**config.mk**
```make
export PLATFORM = sky130hd
export DESIGN_NAME = pipelined_carry_skip_adder
export DESIGN_NICKNAME = d
export VERILOG_FILES = /design/src/rtl/arith_pkg.sv /design/src/rtl/csa_skip_block.sv /design/src/rtl/pipelined_carry_skip_adder.sv
export SDC_FILE = /design/constraint.sdc
export NUM_CORES = 1
export LEC_CHECK = 0
export ABC_AREA = 1
export BUFFER_PORTS_ARGS = -buffer_cell sky130_fd_sc_hd__buf_2
export CAP_MARGIN = 20
export CORE_ASPECT_RATIO = 0.8
export CORE_UTILIZATION = 35
export DETAILED_ROUTE_END_ITERATION = 7
export GPL_TIMING_DRIVEN = 0
export HOLD_SLACK_MARGIN = 0.12
export SYNTH_ARGS = -nofsm -noshare
export SYNTH_HDL_FRONTEND = slang
export SYNTH_SLANG_ARGS = --single-unit
```
**constraint.sdc**
```tcl
create_clock -name clk -period 2.1 [get_ports clk]
set_input_delay 0.42 -clock clk [delete_from_list [all_inputs] [get_ports clk]]
set_output_delay 0.42 -clock clk [all_outputs]
set_load 0.005 [all_outputs]
```
**src/rtl/arith_pkg.sv**
```systemverilog
// Shared arithmetic datapath definitions: skip-block count derivation and
// the per-stage control register layout of the pipelined carry-skip adder.
package arith_pkg;

    // Operand-width fields (partial sum, remaining a/b_eff) depend on WIDTH,
    // so they live beside this record in the instantiating module.
    typedef struct packed {
        logic valid;
        logic carry;
    } stage_ctl_t;

    function automatic int unsigned nblk(input int unsigned width, input int unsigned block);
        return width / block;
    endfunction

endpackage

```
**src/rtl/csa_skip_block.sv**
```systemverilog
// One carry-skip block: BLOCK-bit ripple adder whose carry-out bypasses the
// ripple chain when every bit position propagates.
module csa_skip_block #(
    parameter int unsigned BLOCK = 4
) (
    input  logic [BLOCK-1:0] a,
    input  logic [BLOCK-1:0] b,
    input  logic             cin,
    output logic [BLOCK-1:0] sum,
    output logic             cout,
    output logic             prop
);

    logic [BLOCK-1:0] p;
    logic             rc;

    always_comb begin
        p   = a ^ b;
        sum = '0;
        rc  = cin;
        for (int unsigned i = 0; i < BLOCK; i++) begin
            sum[i] = p[i] ^ rc;
            rc     = (a[i] & b[i]) | (rc & p[i]);
        end
        prop = &p;
        cout = prop ? cin : rc;
    end

endmodule

```
**src/rtl/pipelined_carry_skip_adder.sv**
```systemverilog
// Pipelined carry-skip adder/subtractor: one skip block per pipeline stage,
// valid/ready handshake on both sides with a single global advance.
module pipelined_carry_skip_adder
    import arith_pkg::*;
#(
    parameter int unsigned WIDTH = 16,
    parameter int unsigned BLOCK = 4
) (
    input  logic             clk,
    input  logic             rst_n,
    input  logic             in_valid,
    output logic             in_ready,
    input  logic [WIDTH-1:0] a,
    input  logic [WIDTH-1:0] b,
    input  logic             cin,
    input  logic             sub,
    output logic             out_valid,
    input  logic             out_ready,
    output logic [WIDTH-1:0] sum,
    output logic             cout,
    output logic             ovf
);

    localparam int unsigned NBLK = nblk(WIDTH, BLOCK);
    localparam int unsigned LAST = NBLK - 1;

    if (BLOCK == 0 || WIDTH < BLOCK || (WIDTH % BLOCK) != 0) begin : g_bad_cfg
        $error("pipelined_carry_skip_adder: WIDTH must be a non-zero multiple of BLOCK");
    end

    logic [WIDTH-1:0] b_eff;
    logic             c0;
    logic             adv;

    logic [BLOCK-1:0] blk_a  [NBLK];
    logic [BLOCK-1:0] blk_b  [NBLK];
    logic [BLOCK-1:0] blk_s  [NBLK];
    logic             blk_ci [NBLK];
    logic             blk_co [NBLK];
    logic             blk_p  [NBLK];

    stage_ctl_t       ctl_q   [NBLK];
    logic [WIDTH-1:0] sum_q   [NBLK];
    logic [WIDTH-1:0] a_q     [NBLK];
    logic [WIDTH-1:0] b_q     [NBLK];
    logic [WIDTH-1:0] sum_nxt [NBLK];

    assign b_eff    = sub ? ~b : b;
    assign c0       = sub | cin;
    assign adv      = !out_valid || out_ready;
    assign in_ready = adv;

    // Stage 0 reads the conditioned inputs; later stages read the operand
    // bits carried forward by the previous stage register.
    always_comb begin
        blk_a[0]  = a[0 +: BLOCK];
        blk_b[0]  = b_eff[0 +: BLOCK];
        blk_ci[0] = c0;
        for (int unsigned k = 1; k < NBLK; k++) begin
            blk_a[k]  = a_q[k-1][k*BLOCK +: BLOCK];
            blk_b[k]  = b_q[k-1][k*BLOCK +: BLOCK];
            blk_ci[k] = ctl_q[k-1].carry;
        end
    end

    for (genvar k = 0; k < NBLK; k++) begin : g_blk
        csa_skip_block #(
            .BLOCK(BLOCK)
        ) u_blk (
            .a   (blk_a[k]),
            .b   (blk_b[k]),
            .cin (blk_ci[k]),
            .sum (blk_s[k]),
            .cout(blk_co[k]),
            .prop(blk_p[k])
        );
    end

    always_comb begin
        sum_nxt[0]              = '0;
        sum_nxt[0][0 +: BLOCK]  = blk_s[0];
        for (int unsigned k = 1; k < NBLK; k++) begin
            sum_nxt[k]                  = sum_q[k-1];
            sum_nxt[k][k*BLOCK +: BLOCK] = blk_s[k];
        end
    end

    // A fully propagating block must hand its carry-in straight through.
    always_comb begin
        for (int unsigned k = 0; k < NBLK; k++) begin
            if (blk_p[k]) begin
                assert (blk_co[k] == blk_ci[k]);
            end
        end
    end

    always_ff @(posedge clk or negedge rst_n) begin
        if (!rst_n) begin
            for (int unsigned k = 0; k < NBLK; k++) begin
                ctl_q[k] <= '0;
                sum_q[k] <= '0;
                a_q[k]   <= '0;
                b_q[k]   <= '0;
            end
        end else if (adv) begin
            ctl_q[0].valid <= in_valid;
            ctl_q[0].carry <= blk_co[0];
            sum_q[0]       <= sum_nxt[0];
            a_q[0]         <= a;
            b_q[0]         <= b_eff;
            for (int unsigned k = 1; k < NBLK; k++) begin
                ctl_q[k].valid <= ctl_q[k-1].valid;
                ctl_q[k].carry <= blk_co[k];
                sum_q[k]       <= sum_nxt[k];
                a_q[k]         <= a_q[k-1];
                b_q[k]         <= b_q[k-1];
            end
        end
    end

    assign out_valid = ctl_q[LAST].valid;
    assign sum       = sum_q[LAST];
    assign cout      = ctl_q[LAST].carry;
    assign ovf       = ctl_q[LAST].carry
                     ^ (a_q[LAST][WIDTH-1] ^ b_q[LAST][WIDTH-1] ^ sum_q[LAST][WIDTH-1]);

endmodule

```
-- After elaboration in Yosys (flattened, before gate mapping)
Index checks and enable logic that the tools add are counted.
- register bits after elaboration: 176
- output and inout bits: 20
- reductions and logical operators: 6
- bitwise logic cells: 73
- mux-type cells: 5
- operators by type and width (kind ; count):
    1-bit AND ; 32
    1-bit XOR ; 19
    1-bit OR ; 17
    16-bit 2-to-1 mux ; 1
    16-bit inverter ; 1
    4-bit AND reduction ; 4
    4-bit XOR ; 4
    1-bit 2-to-1 mux ; 4
    1-bit zero test ; 1
    1-bit logical OR ; 1

-- Longest topological paths before layout
Gate-level depths: netlist (run 1).
- depth after elaboration: 12
- gate-level depth with buffers: 13
- gate-level depth less buffers: 11

-- Modules after synthesis
Synthesis (run 1) repeated with hierarchy kept, for this count alone.
- cell total of the unflattened synthesis: 553
- area, all modules: 4961.0 um2
- by module, submodules not included (module ; cells each ; area each (um2) ; instances ; sequential area each (um2)):
    pipelined_carry_skip_adder ; 457 ; 4185.3 ; 1 ; 2452.4
    csa_skip_block ; 24 ; 193.9 ; 4 ; 0.0

-- Least setup slack after synthesis (run 1)
Ideal clock, no wire load.
- kind: input to register
- start: input sub
- end: register sum_q, in the netlist sum_nxt[35]
- buffers on the path: 2
- setup time: 117 ps
- data arrival time: 2464 ps
- slack: -480 ps
- stages: 12
- cell sequence: buf_4 > buf_4 > xnor2_1 > fa_1 > inv_1 > fa_1 > inv_1 > fa_1 > inv_1 > fa_1 > nand2_1 > nand2_1
- RTL lines (what ; RTL line ; text):
    start: declaration ; pipelined_carry_skip_adder.sv:16 ; input logic sub,
    end signal: indexed assignment ; pipelined_carry_skip_adder.sv:114 ; sum_q[k] <= sum_nxt[k];
    end: declaration ; pipelined_carry_skip_adder.sv:43 ; logic [WIDTH-1:0] sum_q [NBLK];

==> flow_metrics.py, run 1 <==
metrics = {
    "status": {
        "outcome": "finished, final reports clean",
    },
    "sta": {
        "max_freq_ghz": 0.483,
        "relSlewSlack": 0.557,
        "hold_slack_ns": 0.263,
        "clock_skew_ns": 0.00633,
        "fin_crit_ns": 2.07,
        "worst_slack_ns": 0.0307,
        "fin_crit_sh": 0.985,
        "hold_viol_final": 0,
        "grt_setup_unrepaired": "yes",
        "drv_slew": 0,
        "finalSetupViolCount": 0,
        "tightest_slew_ns": 0.664,
    },
    "yosys": {
        "synth_nets": 544,
        "synth_area_sq_um": 4510,
        "muxShareOfSynthArea": 0,
        "synth_fa_ha_area_frac": 0.115,
        "ys.warnings.count": 0,
        "synthSimpleGateAreaFrac": 0.155,
        "ys_seq_area_frac": 0.543,
        "synthXorXnorAreaFrac": 0.0349,
        "ys_seq_elements": 98,
        "synth_top_family_by_area": "simple AND/OR/NAND/NOR gates",
        "yosysUniqueCellTypes": 19,
        "synth_compound_area_frac": 0.0771,
        "netlist_instances": 474,
        "avgSynthCellArea_sq_um": 9.52,
    },
    "placed_design": {
        "globalplace.congestion": 0.785,
        "port_buffers": 56,
        "post_dp_cell_area_sq_um": 5090,
        "dp_hpwl_um": 7040,
        "dp_slack_ns": -0.419,
    },
    "job": {
        "drv_cap": 0,
    },
    "clocking": {
        "root_buffer": "clkbuf_16",
        "numCtsBuffers": 9,
        "h-tree-depth": 3,
        "clock-sinks": 98,
        "path_clk_slew_ns": 0.07,
        "cts_tree": "done",
        "clk_latency_ns": 0.35,
        "cts_buffer_depth": 2,
    },
    "global_routing": {
        "grt_util_met3": 0.0372,
        "gr-usage-met1": 0.231,
        "grt_max_degree": 61,
        "track_usage": 0.168,
        "use_met2": 0.259,
        "grt_first_pass_wirelength_um": 17000,
        "first_global_vias": 3376,
        "antenna_found_initial": 0,
        "overflow": 0,
        "busiest_layer": "met2",
    },
    "power_and_ir_drop": {
        "power_density_nw_per_um2": 1360,
        "ir_drop_mv": 0.578,
        "power_leakage_nw": 2.76,
    },
    "finish": {
        "multi_input_area_sq_um": 1770,
        "seqCellArea_sq_um": 2450,
        "area_growth_pct": 21.8,
        "drive_above_1_share": 0.225,
        "n_fill_cell": 1229,
        "nets": 625,
        "antennaDiodeCount": 0,
        "final_cell_area_sq_um": 5500,
        "final_core_util": 0.444,
    },
    "floorplan": {
        "io_pins": 58,
        "coreArea_sq_um": 12400,
        "die_y_um": 104,
        "rows": 36,
        "design.die.area_sq_um": 13400,
        "initial_utilization": 0.364,
        "die_w_um": 129,
    },
    "worst_setup_path": {
        "path_class": "primary input to flop",
        "critPathMaxFanout": 7,
        "arrival_ns": 2.31,
        "end_kind": "flop",
        "worstPathRequired_ns": 2.34,
        "start_kind": "primary input",
    },
    "min_path": {
        "hold_class": "primary input to flop",
    },
    "route": {
        "remaining_drc_errors": 0,
        "wire_per_inst_um": 13.5,
        "vias": 3242,
        "firstDrtPassIters": 4,
        "wl_um": 9850,
        "vias_per_cell": 4.44,
        "ant_nets": 0,
        "drt_iter0_drc": 112,
    },
}
flip-flops by register name (all words and copies together) (netlist names):
signal and flops:
out_valid 1, a_q 25, cout 1, sum_nxt 24, ctl_q 3, sum 16
b_q 25, blk_ci 3
cell families (layout without fill, tap and decap cells):
group           after synthesis  in the layout
compound gates               69             69
xor+xnor                     18             18
fa+ha+maj                    32             32
buf+inv                      74            160
flops                        98             98
simple gates                183            183
layer usage:
layer  part of all wire  up-vias
li1                   -     1603
met4              0.021        0
met2               0.45       57
met1               0.49     1565
met5                  0        -
met3              0.037       17
path summary, 6_finish.rpt:
path | from | end | slack (ns) | cells past startpoint
setup reg to reg | b_q[40] | sum_nxt[11] | 0.04 | 8
setup / recovery | sub | sum_nxt[35] | 0.03 | 11
hold / removal | a[15] | a_q[63] | 0.26 | 3
min in group asynchronous | rst_n | a_q[42] | 0.59 | 2
max in group asynchronous | rst_n | blk_ci[2] | 0.82 | 3
hold reg to reg | b_q[60] | b_q[44] | 0.47 | 2
placed cells by master (no fill, tap or decap), drive strengths merged, types with 6 or more instances in the layout:
cell type,instances
nand2,171
dfrtp,98
buf,85
o21ai,68
inv,51
clkbuf,17
ha,16
xnor2,16
fa,16
nor2,6
power breakdown:
group	switching [W]	internal, W	leakage (nW)
clock network	0.000723	0.000835	0.134
registers	0.000491	0.00273	1.19
logic	0.00154	0.00116	1.44
cell usage after synthesis:
cell type  count  area, sq um
clkbuf_1       7         26.3
nor2_2         1         6.26
o21bai_1       1         7.51
buf_2          8         40.0
inv_2          1         3.75
ha_1          16          200
dfrtp_1       98         2450
inv_1         50          188
o21ai_1        6         30.0
nor2_1         5         18.8
nand3_1        4         20.0
nand2_1      171          642
buf_4          3         22.5
buf_6          5         56.3
o21ai_0       62          310
fa_1          16          320
xor2_1         2         17.5
xnor2_1       16          140
nand2b_1       2         12.5
stage by stage:
step	std cells	setup TNS (ns)	power, W
floorplan	474	-0.610	0.00486
global placement	701	-37.00	0.00571
detailed placement	702	-1.19	0.00581
CTS	720	-0.0305	0.00746
global route	731	-0.152	0.00821
finish	731	0	0.00748
worst max-delay path, cell delays in order:
cell and delay, ns:
buf_16 0.12, xnor2_4 0.13, fa_2 0.35, inv_2 0.07
fa_2 0.19, inv_2 0.04, fa_2 0.38, inv_2 0.07
fa_2 0.41, nand2_1 0.08, nand2_1 0.05
cell type report:
class,instances,area share
Buffer,22,0.0287
Clock buffer,10,0.0434
Clock inverter,6,0.00773
Inverter,51,0.0348
Multi-Input combinational cell,302,0.323
Sequential cell,98,0.446
Tap cell,171,0.0389
Timing Repair Buffer,71,0.0778
repair_timing:
| action | in CTS | in global routing |
|---|---|---|
| pin swaps | 6 | 10 |
| endpoints found under the setup margin | 5 | 7 |
| endpoints found under the hold margin | 38 | 0 |
| buffers inserted | 2 | 11 |
| hold buffers | 1 | 0 |
| resized for setup | 9 | 16 |
No activity file was read; power rests on OpenSTA's default activity.
==> run 2: changes to the inputs <==
- BUFFER_PORTS_ARGS: -buffer_cell sky130_fd_sc_hd__buf_2 -> -buffer_cell sky130_fd_sc_hd__buf_4
- CORE_ASPECT_RATIO: 0.8 -> default
==> flow_metrics.py, run 2 (same netlist as run 1, synthesis figures left out) <==
metrics = {
    "route": {
        "ant_nets": 0,
        "wire_per_inst_um": 13.0,
        "vias": 3195,
        "wl_um": 9460,
        "vias_per_cell": 4.39,
        "drt_iter0_drc": 185,
        "remaining_drc_errors": 0,
        "firstDrtPassIters": 4,
    },
    "placed_design": {
        "dp_cells": 703,
        "globalplace.congestion": 0.831,
        "dp_hpwl_um": 6760,
        "port_buffers": 56,
    },
    "worst_setup_path": {
        "critPathMaxFanout": 2,
        "path_class": "flop to flop",
        "r2r_cells": 8,
        "end_kind": "flop",
        "worstPathRequired_ns": 2.37,
        "start_kind": "flop",
        "cp-startpoint": "blk_ci[1]",
        "rrSetupSlack_ns": 0.03,
        "worstReg2RegEnd": "sum_nxt[11]",
        "rr_startpoint": "blk_ci[1]",
        "arrival_ns": 2.34,
    },
    "floorplan": {
        "design.die.area_sq_um": 13400,
        "coreArea_sq_um": 12600,
        "io_pins": 58,
        "initial_utilization": 0.358,
        "die_w_um": 116,
        "die_y_um": 116,
        "rows": 41,
    },
    "clocking": {
        "h-tree-depth": 3,
        "clk_latency_ns": 0.35,
        "cts_tree": "done",
        "path_clk_slew_ns": 0.07,
        "numCtsBuffers": 9,
        "cts_buffer_depth": 2,
        "root_buffer": "clkbuf_16",
        "clock-sinks": 98,
    },
    "sta": {
        "finalSetupViolCount": 0,
        "setup_tns_ns": 0,
        "fin_crit_sh": 0.985,
        "hold_slack_ns": 0.263,
        "relSlewSlack": 0.633,
        "grt_setup_unrepaired": "yes",
        "fin_crit_ns": 2.07,
        "clock_skew_ns": 0.00536,
        "max_freq_ghz": 0.484,
        "hold_viol_final": 0,
        "tightest_slew_ns": 0.550,
        "drv_slew": 0,
    },
    "finish": {
        "fin_cells": 728,
        "final_core_util": 0.447,
        "antennaDiodeCount": 0,
        "mostFrequentLayoutCells": "nand2_1 (171), dfrtp_1 (98), buf_4 (66), o21ai_0 (57), inv_1 (41)",
        "final_common_cell": "nand2_1",
        "nets": 621,
        "area_growth_pct": 24.9,
        "drive_above_1_share": 0.216,
    },
    "power_and_ir_drop": {
        "power_leakage_nw": 2.80,
        "ir_drop_mv": 0.506,
        "power_density_nw_per_um2": 1400,
    },
    "global_routing": {
        "grt_max_degree": 67,
        "antenna_found_initial": 0,
        "overflow": 0,
        "track_usage": 0.164,
        "first_global_vias": 3348,
        "grt_first_pass_wirelength_um": 16600,
    },
    "min_path": {
        "worstHoldPathCells": 3,
        "min_to": "a_q[63]",
        "min-delay-start": "a[15]",
        "hold_class": "primary input to flop",
    },
    "status": {
        "outcome": "finished, final reports clean",
    },
    "job": {
        "drv_cap": 0,
    },
}
## run 2: changes by cell type in the layout (fill, tap and decap cells not counted), sizes merged
cell    delta
bufinv     +2
inv        +1
clkinv     -4
buf        -4
clkbuf     +1
## run 2: worst max path at each step
stage / end / slack, ns
4_1_cts: in_ready / 0.01
6_report: sum_nxt[11] / 0.03
3_3_place_gp: sum_nxt[35] / -0.39
3_5_place_dp: sum_nxt[35] / -0.39
5_1_grt: sum_nxt[11] / -0.06
2_1_floorplan: sum_nxt[35] / -0.32
## run 2: layout make-up
cell class,count,area [sq um]
Timing Repair Buffer,67,526
Multi-Input combinational cell,302,1770
Sequential cell,98,2450
Fill cell,1264,6980
Clock inverter,5,86.3
Buffer,22,150
Tap cell,172,215
Inverter,51,191
Clock buffer,11,243
## run 2: through the flow
stage,total power [W],cell area (sq um),setup slack (ns)
after floorplan,0.00486,4570,-0.316
after global placement,0.00582,5200,-0.388
after detailed placement,0.00594,5230,-0.385
after CTS,0.00792,5620,0.0134
after global routing,0.00862,5640,-0.0612
final,0.00787,5640,0.0325
## run 2: layer usage
layer / vias to the layer above / GRT usage / part of all wire
li1: 1597 / - / -
met1: 1521 / 0.224 / 0.49
met2: 61 / 0.258 / 0.46
met3: 16 / 0.0387 / 0.039
met4: 0 / 0.0545 / 0.017
met5: - / 0 / 0
## run 2: what timing repair did
item                       4_1_cts  5_1_grt
setup buffers                    7        2
pin swaps                        9        6
resized for setup               14        6
gates cloned                     0        0
hold endpoints to repair        32        0
hold buffers                     1        0
setup endpoints to repair        5        8
## run 2: report_power, final
part	leakage [nW]	internal [W]	switching [W]
clock	0.154	0.00109	0.000725
sequential	1.19	0.00273	0.000515
combinational	1.46	0.00127	0.00155
total	2.80	0.00508	0.00279
## run 2: worst max-delay path, stage by stage, from the launching register on
cell and delay, ns:
dfrtp_1 0.41, fa_2 0.39, inv_2 0.06, fa_2 0.19, inv_2 0.04, fa_2 0.32
inv_2 0.06, fa_1 0.40, o21ai_1 0.13
==> run 3: changes to the inputs <==
- SETUP_SLACK_MARGIN: default -> 0.05
==> flow_metrics.py, run 3 (same netlist as run 1, synthesis figures left out) <==
metrics = {
    "route": {
        "drt_iter0_drc": 178,
        "ant_nets": 0,
        "wire_per_inst_um": 13.1,
        "remaining_drc_errors": 0,
        "wl_um": 9570,
        "vias_per_cell": 4.38,
        "firstDrtPassIters": 4,
        "vias": 3203,
    },
    "power_and_ir_drop": {
        "internal_power_w": 0.00500,
        "seqPwrFrac": 0.414,
        "power_leakage_nw": 2.82,
        "ir_drop_mv": 0.498,
        "power_switching_w": 0.00280,
        "power_density_nw_per_um2": 1380,
        "clkPwrFrac": 0.215,
        "switching_share": 0.359,
        "pwr-share-comb": 0.371,
        "total_power_w": 0.00780,
    },
    "floorplan": {
        "io_pins": 58,
        "rows": 41,
        "initial_utilization": 0.358,
        "die_w_um": 116,
        "die_y_um": 116,
        "design.die.area_sq_um": 13400,
        "coreArea_sq_um": 12600,
    },
    "clocking": {
        "root_buffer": "clkbuf_16",
        "numCtsBuffers": 9,
        "clk_latency_ns": 0.35,
        "path_clk_slew_ns": 0.07,
        "h-tree-depth": 3,
        "clock-sinks": 98,
        "cts_buffer_depth": 2,
        "cts_tree": "done",
    },
    "global_routing": {
        "grt_max_degree": 68,
        "track_usage": 0.162,
        "antenna_found_initial": 0,
        "overflow": 0,
        "first_global_vias": 3271,
        "grt_first_pass_wirelength_um": 16100,
    },
    "sta": {
        "grt_setup_unrepaired": "yes",
        "finalSetupViolCount": 0,
        "tightest_slew_ns": 0.590,
        "hold_viol_final": 0,
        "relSlewSlack": 0.607,
        "fin_crit_sh": 0.993,
        "setup_tns_ns": 0,
        "fin_crit_ns": 2.09,
        "max_freq_ghz": 0.480,
        "clock_skew_ns": 0.00955,
        "drv_slew": 0,
    },
    "placed_design": {
        "globalplace.congestion": 0.820,
        "port_buffers": 56,
        "dp_hpwl_um": 6820,
        "post_dp_cell_area_sq_um": 5230,
        "dp_cells": 703,
    },
    "worst_setup_path": {
        "worstPathRequired_ns": 2.35,
        "cp_cell_sequence": "buf_12 -> buf_12 -> xnor2_4 -> fa_2 -> inv_2 -> fa_2 -> inv_2 -> fa_2 -> inv_2 -> fa_2 -> nand2_1 -> nand2_1",
        "cpMaxStageDelayCell": "fa_2",
        "start_kind": "primary input",
        "end_kind": "flop",
        "critPathMaxFanout": 3,
        "path_class": "primary input to flop",
        "cp_common_cell": "fa_2",
        "arrival_ns": 2.33,
        "slowest_delay_ns": 0.41,
    },
    "finish": {
        "final_common_cell": "nand2_1",
        "area_growth_pct": 25.6,
        "final_cell_area_sq_um": 5670,
        "mostFrequentLayoutCells": "nand2_1 (171), dfrtp_1 (98), buf_4 (68), o21ai_0 (57), inv_1 (38)",
        "fin_cells": 732,
        "antennaDiodeCount": 0,
        "nets": 625,
        "drive_above_1_share": 0.229,
        "final_core_util": 0.449,
    },
    "min_path": {
        "hold_class": "primary input to flop",
    },
    "job": {
        "drv_cap": 0,
    },
    "status": {
        "outcome": "finished, final reports clean",
    },
}
run 3: cell types whose count changed in the layout (fill, tap and decap cells not counted), moves of 2 or more:
cell and delta:
buf_4 +2, inv_2 +3, inv_1 -3, fa_2 +2, inv_6 +2, fa_1 -2
nor2_2 -2
run 3: power groups by stage:
| stage | Clock [W] | Sequential (W) | Combinational [W] |
|---|---|---|---|
| after floorplan | 0 | 0.00316 | 0.00172 |
| after global placement | 0 | 0.00326 | 0.00258 |
| after detailed placement | 0 | 0.00327 | 0.00269 |
| after CTS | 0.00171 | 0.00324 | 0.00286 |
| after global routing | 0.00179 | 0.00334 | 0.00341 |
| final | 0.00168 | 0.00323 | 0.00289 |
run 3: per-layer routing:
metal | routed length (um) | up-vias | track usage
li1 | - | 1611 | -
met1 | 4590 | 1529 | 0.215
met3 | 325 | 14 | 0.0377
met4 | 180 | 0 | 0.0623
met5 | 0 | - | 0
met2 | 4470 | 49 | 0.257
run 3: area by class of cell:
cell class / count / area, sq um
multi-input combinational: 302 / 1780
tap: 172 / 215
fill: 1266 / 6950
buffer: 23 / 178
clock buffer: 11 / 243
inverter: 51 / 191
sequential: 98 / 2450
timing repair buffer: 70 / 548
clock inverter: 5 / 60.1
run 3: path summary, 6_finish.rpt:
kind,from,end,slack (ns),cells past startpoint
max reg2reg,a_q[52],sum_nxt[23],0.02,8
min,a[15],a_q[63],0.26,3
min in group asynchronous,rst_n,cout,0.56,2
max,sub,sum_nxt[35],0.01,12
min reg2reg,ctl_q[3],out_valid,0.45,2
max in group asynchronous,rst_n,sum_nxt[32],0.87,3
run 3: worst max-delay path, delay by kind of cell:
kind          cells  cell delay, ns
simple gates      2            0.10
fa+ha+maj         4            1.28
xor+xnor          1            0.14
buf+inv           5            0.39
run 3: per-stage QoR:
step | hold WS (ns) | setup WS [ns]
3_3_place_gp | 0.444 | -0.385
5_1_grt | 0.252 | -0.0787
6_report | 0.260 | 0.0146
3_5_place_dp | 0.397 | -0.418
4_1_cts | 0.248 | -0.0181
2_1_floorplan | 0.124 | -0.316
run 3: timing repair:
item	CTS	global route
hold endpoints to repair	31	0
setup buffers	8	4
resized for setup	17	7
hold buffers	1	0
pin swaps	7	7
setup endpoints to repair	7	8
